**src/rtl/ucontrol_sequencer.sv**
```systemverilog
// Microcoded control sequencer for the ARC-subset datapath.
// Runs the fetch/decode/execute/PC-update loop. It drives the A/B/C bus
// codes and selectors, the ALU selection, the clear selection and the
// BUS_C source. It also holds the {N,Z,V,C} condition codes.
// Ports:
//   uCONTROL_CLOCK_50 / uCONTROL_RESET_InHigh : clock, synchronous active-high reset
//   uCONTROL_Registro_IR_InBUS                : current IR contents
//   uCONTROL_*_InLow                          : ALU flags, active-low
//   uCONTROL_memack_InHigh / memreq_OutHigh   : instruction-read handshake
//   uCONTROL_busCsource_Out                   : 0 = ALU result, 1 = memory data on BUS_C
//   uCONTROL_BUS_CONTROL_* / BUS_SELECTOR_*   : register codes and code/IR-field selectors
//   uCONTROL_aluselection_OutBUS              : ALU operation
//   uCONTROL_decoderclearselection_OutBUS     : clear target (always idle)
//   uCONTROL_psr_OutBUS                       : {N,Z,V,C}, active-high
//   uCONTROL_illegal_OutHigh                  : pulses in DECODE on an unsupported instruction
module ucontrol_sequencer #(
  parameter int unsigned DATAWIDTH_BUS           = 32,
  parameter int unsigned DATA_BUS_CONTROL        = 6,
  parameter int unsigned DATAWIDTH_ALU_SELECTION = 4
) (
  input  logic                               uCONTROL_CLOCK_50,
  input  logic                               uCONTROL_RESET_InHigh,
  input  logic [DATAWIDTH_BUS-1:0]           uCONTROL_Registro_IR_InBUS,
  input  logic                               uCONTROL_overflow_InLow,
  input  logic                               uCONTROL_carry_InLow,
  input  logic                               uCONTROL_negative_InLow,
  input  logic                               uCONTROL_zero_InLow,
  input  logic                               uCONTROL_memack_InHigh,
  output logic                               uCONTROL_memreq_OutHigh,
  output logic                               uCONTROL_busCsource_Out,
  output logic [DATA_BUS_CONTROL-1:0]        uCONTROL_BUS_CONTROL_A_OutBUS,
  output logic [DATA_BUS_CONTROL-1:0]        uCONTROL_BUS_CONTROL_B_OutBUS,
  output logic [DATA_BUS_CONTROL-1:0]        uCONTROL_BUS_CONTROL_C_OutBUS,
  output logic                               uCONTROL_BUS_SELECTOR_A_Out,
  output logic                               uCONTROL_BUS_SELECTOR_B_Out,
  output logic                               uCONTROL_BUS_SELECTOR_C_Out,
  output logic [DATAWIDTH_ALU_SELECTION-1:0] uCONTROL_aluselection_OutBUS,
  output logic [3:0]                         uCONTROL_decoderclearselection_OutBUS,
  output logic [3:0]                         uCONTROL_psr_OutBUS,
  output logic                               uCONTROL_illegal_OutHigh
);

  localparam int unsigned CW = DATA_BUS_CONTROL;
  localparam int unsigned AW = DATAWIDTH_ALU_SELECTION;

  localparam logic [CW-1:0] A_PC    = CW'(6);
  localparam logic [CW-1:0] B_IR    = CW'(7);
  localparam logic [CW-1:0] B_TEMP0 = CW'(8);
  localparam logic [CW-1:0] C_PC    = CW'(5);
  localparam logic [CW-1:0] C_IR    = CW'(6);
  localparam logic [CW-1:0] C_NONE  = CW'(15);

  localparam logic [AW-1:0] ALU_PASSA  = AW'(0);
  localparam logic [AW-1:0] ALU_ADD    = AW'(1);
  localparam logic [AW-1:0] ALU_AND    = AW'(2);
  localparam logic [AW-1:0] ALU_OR     = AW'(3);
  localparam logic [AW-1:0] ALU_ORN    = AW'(4);
  localparam logic [AW-1:0] ALU_SRL    = AW'(5);
  localparam logic [AW-1:0] ALU_INC4   = AW'(6);
  localparam logic [AW-1:0] ALU_BRADDR = AW'(7);

  localparam logic [3:0] CLEAR_NONE = 4'd15;

  typedef enum logic [2:0] {
    S_IDLE, S_FETCH, S_DECODE, S_EXEC, S_BRANCH, S_PCINC
  } state_t;

  state_t          state, next_state;
  logic [3:0]      psr;
  logic [CW-1:0]   a_q, b_q, c_q, nx_a, nx_b, nx_c;
  logic            sel_a_q, sel_b_q, sel_c_q, nx_sel_a, nx_sel_b, nx_sel_c;
  logic [AW-1:0]   alu_q, nx_alu, alu_op;
  logic            memreq_q, busc_q, nx_memreq, nx_busc;
  logic            legal_alu, is_branch, taken;

  // IR fields; rd/rs1/rs2 are routed by the datapath through the selectors.
  logic [1:0] op;
  logic [5:0] op3;
  logic [2:0] op2;
  logic [3:0] cond;
  logic       imm;
  logic       unused_ir;

  assign op        = uCONTROL_Registro_IR_InBUS[31:30];
  assign op3       = uCONTROL_Registro_IR_InBUS[24:19];
  assign op2       = uCONTROL_Registro_IR_InBUS[24:22];
  assign cond      = uCONTROL_Registro_IR_InBUS[28:25];
  assign imm       = uCONTROL_Registro_IR_InBUS[13];
  assign unused_ir = ^{uCONTROL_Registro_IR_InBUS[29], uCONTROL_Registro_IR_InBUS[18:14],
                       uCONTROL_Registro_IR_InBUS[12:0]};

  // Instruction decode: ALU op legality and branch condition on current PSR.
  always_comb begin
    alu_op    = ALU_PASSA;
    legal_alu = 1'b0;
    taken     = 1'b0;
    case (op3)
      6'b000000, 6'b010000: begin alu_op = ALU_ADD; legal_alu = 1'b1; end
      6'b000001, 6'b010001: begin alu_op = ALU_AND; legal_alu = 1'b1; end
      6'b000010, 6'b010010: begin alu_op = ALU_OR;  legal_alu = 1'b1; end
      6'b000110, 6'b010110: begin alu_op = ALU_ORN; legal_alu = 1'b1; end
      6'b100110:            begin alu_op = ALU_SRL; legal_alu = 1'b1; end
      default: ;
    endcase
    if (op != 2'b10 || imm) legal_alu = 1'b0;
    is_branch = (op == 2'b00) && (op2 == 3'b010);
    case (cond)
      4'b1000: taken = 1'b1;
      4'b0001: taken = psr[2];
      4'b0101: taken = psr[0];
      4'b0110: taken = psr[3];
      4'b0111: taken = psr[1];
      default: taken = 1'b0;
    endcase
  end

  // Next-state logic.
  always_comb begin
    next_state = state;
    case (state)
      S_IDLE:   next_state = S_FETCH;
      S_FETCH:  if (uCONTROL_memack_InHigh) next_state = S_DECODE;
      S_DECODE: begin
        if (legal_alu)              next_state = S_EXEC;
        else if (is_branch && taken) next_state = S_BRANCH;
        else                         next_state = S_PCINC;
      end
      S_EXEC:   next_state = S_PCINC;
      S_BRANCH: next_state = S_FETCH;
      S_PCINC:  next_state = S_FETCH;
      default:  next_state = S_IDLE;
    endcase
  end

  // Outputs for the state being entered, so they are registered yet Moore-exact.
  always_comb begin
    nx_a      = A_PC;
    nx_b      = B_TEMP0;
    nx_c      = C_NONE;
    nx_sel_a  = 1'b1;
    nx_sel_b  = 1'b1;
    nx_sel_c  = 1'b1;
    nx_alu    = ALU_PASSA;
    nx_memreq = 1'b0;
    nx_busc   = 1'b0;
    case (next_state)
      S_FETCH:  begin nx_memreq = 1'b1; nx_busc = 1'b1; nx_c = C_IR; end
      S_EXEC:   begin nx_sel_a = 1'b0; nx_sel_b = 1'b0; nx_sel_c = 1'b0; nx_alu = alu_op; end
      S_BRANCH: begin nx_b = B_IR; nx_alu = ALU_BRADDR; nx_c = C_PC; end
      S_PCINC:  begin nx_alu = ALU_INC4; nx_c = C_PC; end
      default: ;
    endcase
  end

  // State, PSR and output registers.
  always_ff @(posedge uCONTROL_CLOCK_50) begin
    if (uCONTROL_RESET_InHigh) begin
      state    <= S_IDLE;
      psr      <= 4'b0000;
      a_q      <= A_PC;
      b_q      <= B_TEMP0;
      c_q      <= C_NONE;
      sel_a_q  <= 1'b1;
      sel_b_q  <= 1'b1;
      sel_c_q  <= 1'b1;
      alu_q    <= ALU_PASSA;
      memreq_q <= 1'b0;
      busc_q   <= 1'b0;
    end else begin
      state    <= next_state;
      a_q      <= nx_a;
      b_q      <= nx_b;
      c_q      <= nx_c;
      sel_a_q  <= nx_sel_a;
      sel_b_q  <= nx_sel_b;
      sel_c_q  <= nx_sel_c;
      alu_q    <= nx_alu;
      memreq_q <= nx_memreq;
      busc_q   <= nx_busc;
      // op3[4] marks the cc variants; flags arrive active-low.
      if (state == S_EXEC && op3[4])
        psr <= ~{uCONTROL_negative_InLow, uCONTROL_zero_InLow,
                 uCONTROL_overflow_InLow, uCONTROL_carry_InLow};
    end
  end

  // IR load is masked until the ack arrives so a stale BUS_C is never written.
  assign uCONTROL_BUS_CONTROL_C_OutBUS = (state == S_FETCH && !uCONTROL_memack_InHigh) ? C_NONE : c_q;
  // Illegal is decoded from the IR loaded at the ack edge, valid only in DECODE.
  assign uCONTROL_illegal_OutHigh = (state == S_DECODE) && !legal_alu && !is_branch;

  assign uCONTROL_memreq_OutHigh               = memreq_q;
  assign uCONTROL_busCsource_Out               = busc_q;
  assign uCONTROL_BUS_CONTROL_A_OutBUS         = a_q;
  assign uCONTROL_BUS_CONTROL_B_OutBUS         = b_q;
  assign uCONTROL_BUS_SELECTOR_A_Out           = sel_a_q;
  assign uCONTROL_BUS_SELECTOR_B_Out           = sel_b_q;
  assign uCONTROL_BUS_SELECTOR_C_Out           = sel_c_q;
  assign uCONTROL_aluselection_OutBUS          = alu_q;
  assign uCONTROL_decoderclearselection_OutBUS = CLEAR_NONE;
  assign uCONTROL_psr_OutBUS                   = psr;

endmodule

```
**config.mk**
```make
export PLATFORM = sky130hd
export DESIGN_NAME = ucontrol_sequencer
export DESIGN_NICKNAME = d
export VERILOG_FILES = /design/src/rtl/ucontrol_sequencer.sv
export SDC_FILE = /design/constraint.sdc
export NUM_CORES = 1
export LEC_CHECK = 0
export ABC_AREA = 1
export CORE_MARGIN = 2
export CORE_UTILIZATION = 29
export CTS_BUF_LIST = sky130_fd_sc_hd__clkbuf_8
export DETAILED_ROUTE_END_ITERATION = 16
export HOLD_SLACK_MARGIN = 0.08
export PLACE_DENSITY_LB_ADDON = 0.05
export SETUP_SLACK_MARGIN = 0.15
export SYNTH_ARGS = -nofsm -noshare
export SYNTH_HDL_FRONTEND = slang
export SYNTH_SLANG_ARGS = --single-unit
```
**constraint.sdc**
```tcl
create_clock -name uCONTROL_CLOCK_50 -period 3.1 [get_ports uCONTROL_CLOCK_50]
set_input_delay 0.93 -clock uCONTROL_CLOCK_50 [delete_from_list [all_inputs] [get_ports uCONTROL_CLOCK_50]]
set_output_delay 0.93 -clock uCONTROL_CLOCK_50 [all_outputs]
set_load 0.02 [all_outputs]
```
==> results by group <==
Detailed routing
  • Routed length on met1: 840 µm
  • DRT Pass-1 Iters: 4
  • DRC: 0
  • Drt total wl: 2.02 mm
  • Mean number of vias per cell: 3.98
  • Met3 wire length: 154 µm
  • Top routing layer in use: met3
  • Total vias in the final route: 868
  • Initial DRC Count: 19
  • Final ANT Viol Nets: 0
  • Routed length per instance: 9.27 µm
  • Routed wl met2: 1.03 mm

Synthesis
  • Register bit total from synthesis: 17
  • Mean Syn Cell Area: 7.43 µm²
  • Post-Syn Area: 958 µm²
  • Largest area contributor in the netlist: dfxtp_1
  • Synth top area cells: dfxtp_1 36%, buf_4 16%, nand2_1 9.8%, inv_1 6.3%, o21ai_0 4.7%
  • Synth Area in Adders: 0
  • XOR/XNOR Fraction of Synth Area: 0
  • Largest family of logic cells by synthesized area: simple AND/OR/NAND/NOR gates
  • Unique masters post-synth: 23
  • Compound-Gate Fraction of Synth Area: 0.111
  • Sequential element share of the synthesized area: 0.355
  • Share of the synthesized area in the top cell type: 0.355
  • Synth Area in Simple Gates: 0.287
  • Yosys Warn Count: 0
  • Fraction of synthesized area in multiplexers: 0
  • Cells after synthesis: 129

Placement
  • GP Congestion: between 0.6 and 0.7
  • PortBufs: 39
  • DP Wirelength: 1.66 mm

Critical path
  • Most common cell on crit path: buf_4
  • Setup crit start kind: primary input
  • CP required: 2.17 ns
  • R2R Path End: c_q[3]
  • Worst Setup EP: uCONTROL_illegal_OutHigh
  • R2R Path Start: state[1]
  • CP max FO: 2
  • Crit-path max cell delay: 0.43 ns
  • CP Cell Sequence: clkdlybuf4s50_1 -> buf_4 -> nor3_4 -> a21oi_1 -> buf_4
  • CP Capture Type: output port
  • Worst Setup SP: uCONTROL_Registro_IR_InBUS[30]
  • Slowest-stage cell, CP: clkdlybuf4s50_1
  • Setup CP Type: primary input to output port
  • CP arrival: 1.94 ns
  • Worst reg2reg path depth: 10
  • R2r setup slk: 1.72 ns

CTS
  • Htree depth: 1
  • Hold Buf Count CTS: 0
  • Clk_lat worst skew: around 0.24 ns
  • Clock sinks: 17
  • Clock Tree Buf Depth: 2
  • Clock Tree Root: clkbuf_8
  • CTS clock-pin slew for the worst setup and hold paths: 0.06 ns
  • CTS tree: yes
  • TritonCTS Buffers: 3

Floorplanning
  • Core area: 3100 µm²
  • Die Wd: ~61 µm
  • Die ar.: around 3800 µm²
  • Initial Util: 0.309
  • Die H: around 60 µm
  • I/O pins: 75
  • Row Count: 20

Cells and area
  • Layout cells sized above 1: 0.190
  • Area grow syn2layout: 50.3%
  • Antenna Cells: 0
  • Nets: 214

Hold path
  • Min-delay worst type: flip-flop to flip-flop

Power
  • Power share of the combinational group: 0.251
  • Pleak: 0.729 nW
  • Net Sw Frac: 0.281
  • Flop pwr share: 0.450
  • Pwr Total: 0.518 mW
  • Max IR drop VDD: approximately 0.22 mV
  • Power Density: 360 nW/µm²
  • Clk pwr share: 0.299
  • Cell Int Power: 0.373 mW
  • Net switching power figure: around 0.15 mW

Timing
  • Unrepaired setup endpoints after global routing: false
  • Fin. Hold Viols: 0
  • Clock period minus worst slack: 2.87 ns
  • # setup viols final: 0
  • Hold_ws: between 0.5 and 0.6 ns
  • Fin crit share: 0.926
  • Count of pins over their slew limit: 0
  • Fmax: 348 MHz
  • Final setup skew: 0.00150 ns

Global routing
  • Initial antenna violation count: 0
  • Global-route wire length before repair: 3.26 mm
  • Pin count of the biggest net entering global routing: 10
  • Vias in the first global route: approximately 800
  • Gr ovfl total: 0
  • Overall Global Routing Usage: 0.117

Status
  • Status: finished clean

Flow run
  • Max Cap Viol: 0
routing by layer:
metal	vias to the layer above	global-route usage
met3	0	0.0420
li1	459	-
met5	-	0
met2	40	0.206
met1	369	0.135
met4	0	0.0274
critical path: cells and delay by family:
| family | cells | cell delay, ns |
|---|---|---|
| AOI/OAI and AO/OA | 1 | 0.09 |
| buffers and inverters | 3 | 0.74 |
| and+or+nand+nor | 1 | 0.17 |
placed cells by master, fill, tap and decap left out:
cell type	Yosys	final
o21bai_1	1	1
nand4_1	2	2
dfxtp_1	17	17
nor2_1	7	4
inv_1	16	16
nor3_4	1	1
a21oi_1	6	6
inv_2	3	4
dlygate4sd2_1	0	3
o21ai_0	9	9
nor2_2	1	3
o31ai_1	2	2
clkbuf_8	0	3
a21oi_2	1	1
nor3_2	1	1
buf_4	21	10
dlymetal6s2s_1	0	6
conb_1	2	16
or2_4	1	1
nand2_1	25	24
clkdlybuf4s50_1	0	29
nand2_4	1	1
nor2_4	1	2
nand3_1	7	6
nand2_2	1	2
nand3_2	2	3
nand3_4	1	1
logic make-up (layout without fill, tap and decap cells):
group,count (synthesis),in the layout
AOI/OAI and AO/OA,19,19
buffers and inverters,40,71
DFF,17,17
other,2,16
and+or+nand+nor,51,51
synth_stat cells:
cell      count
nand2_1      25
buf_4        21
dfxtp_1      17
inv_1        16
o21ai_0       9
nand3_1       7
nor2_1        7
a21oi_1       6
inv_2         3
conb_1        2
nand3_2       2
nand4_1       2
o31ai_1       2
a21oi_2       1
nand2_2       1
nand2_4       1
nand3_4       1
nor2_2        1
nor2_4        1
nor3_2        1
nor3_4        1
o21bai_1      1
or2_4         1
through the flow:
| step | setup WS, ns | area, µm² | util | instances | TNS (ns) |
|---|---|---|---|---|---|
| finish | 0.230 | 1440 | 0.464 | 218 | 0 |
| global route | 0.159 | 1440 | 0.464 | 218 | 0 |
| global placement | -0.281 | 1360 | 0.438 | 213 | -0.281 |
| floorplan | 0.558 | 1010 | - | 143 | 0 |
| CTS | 0.0214 | 1400 | 0.452 | 217 | 0 |
| detailed placement | -0.269 | 1360 | 0.438 | 213 | -0.269 |
repair_timing:
action | 4_1_cts | 5_1_grt
pin swaps | 0 | 4
setup endpoints to repair | 4 | 1
resized for setup | 6 | 15
setup buffers | 0 | 1
worst min-delay path by stage:
| stage | cells past startpoint | slack (ns) | end | from |
|---|---|---|---|---|
| after global placement | 2 | 0.56 | uCONTROL_psr_OutBUS[1] | uCONTROL_psr_OutBUS[1] |
| after detailed placement | 2 | 0.55 | uCONTROL_psr_OutBUS[2] | uCONTROL_psr_OutBUS[2] |
| after floorplan | 3 | 0.61 | c_q[0] | state[1] |
| after CTS | 2 | 0.56 | uCONTROL_psr_OutBUS[2] | uCONTROL_psr_OutBUS[2] |
| final | 2 | 0.56 | uCONTROL_psr_OutBUS[2] | uCONTROL_psr_OutBUS[2] |
| after global routing | 2 | 0.59 | uCONTROL_psr_OutBUS[2] | uCONTROL_psr_OutBUS[2] |
power by group through the flow:
| stage | Sequential [mW] | Clock (mW) | Combinational, mW |
|---|---|---|---|
| after floorplan | 0.243 | 0 | 0.0827 |
| after global routing | 0.234 | 0.176 | 0.144 |
| final | 0.233 | 0.155 | 0.130 |
| after CTS | 0.233 | 0.166 | 0.128 |
| after detailed placement | 0.238 | 0 | 0.130 |
| after global placement | 0.238 | 0 | 0.130 |
flip-flops by register name, summed over array words and instances, names as in the netlist:
register,count
uCONTROL_BUS_CONTROL_B_OutBUS,2
state,3
uCONTROL_psr_OutBUS,4
uCONTROL_aluselection_OutBUS,3
uCONTROL_busCsource_Out,1
c_q,3
uCONTROL_BUS_SELECTOR_C_Out,1
cell type report:
cell class / count / area [µm²]
Fill cell: 343 / 1660
Timing Repair Buffer: 48 / 467
Multi-Input combinational cell: 86 / 462
Sequential cell: 17 / 340
Inverter: 19 / 71.3
Tap cell: 44 / 55.1
Clock buffer: 3 / 41.3
Clock inverter: 1 / 3.75
Power figures use the tool's default switching activity.
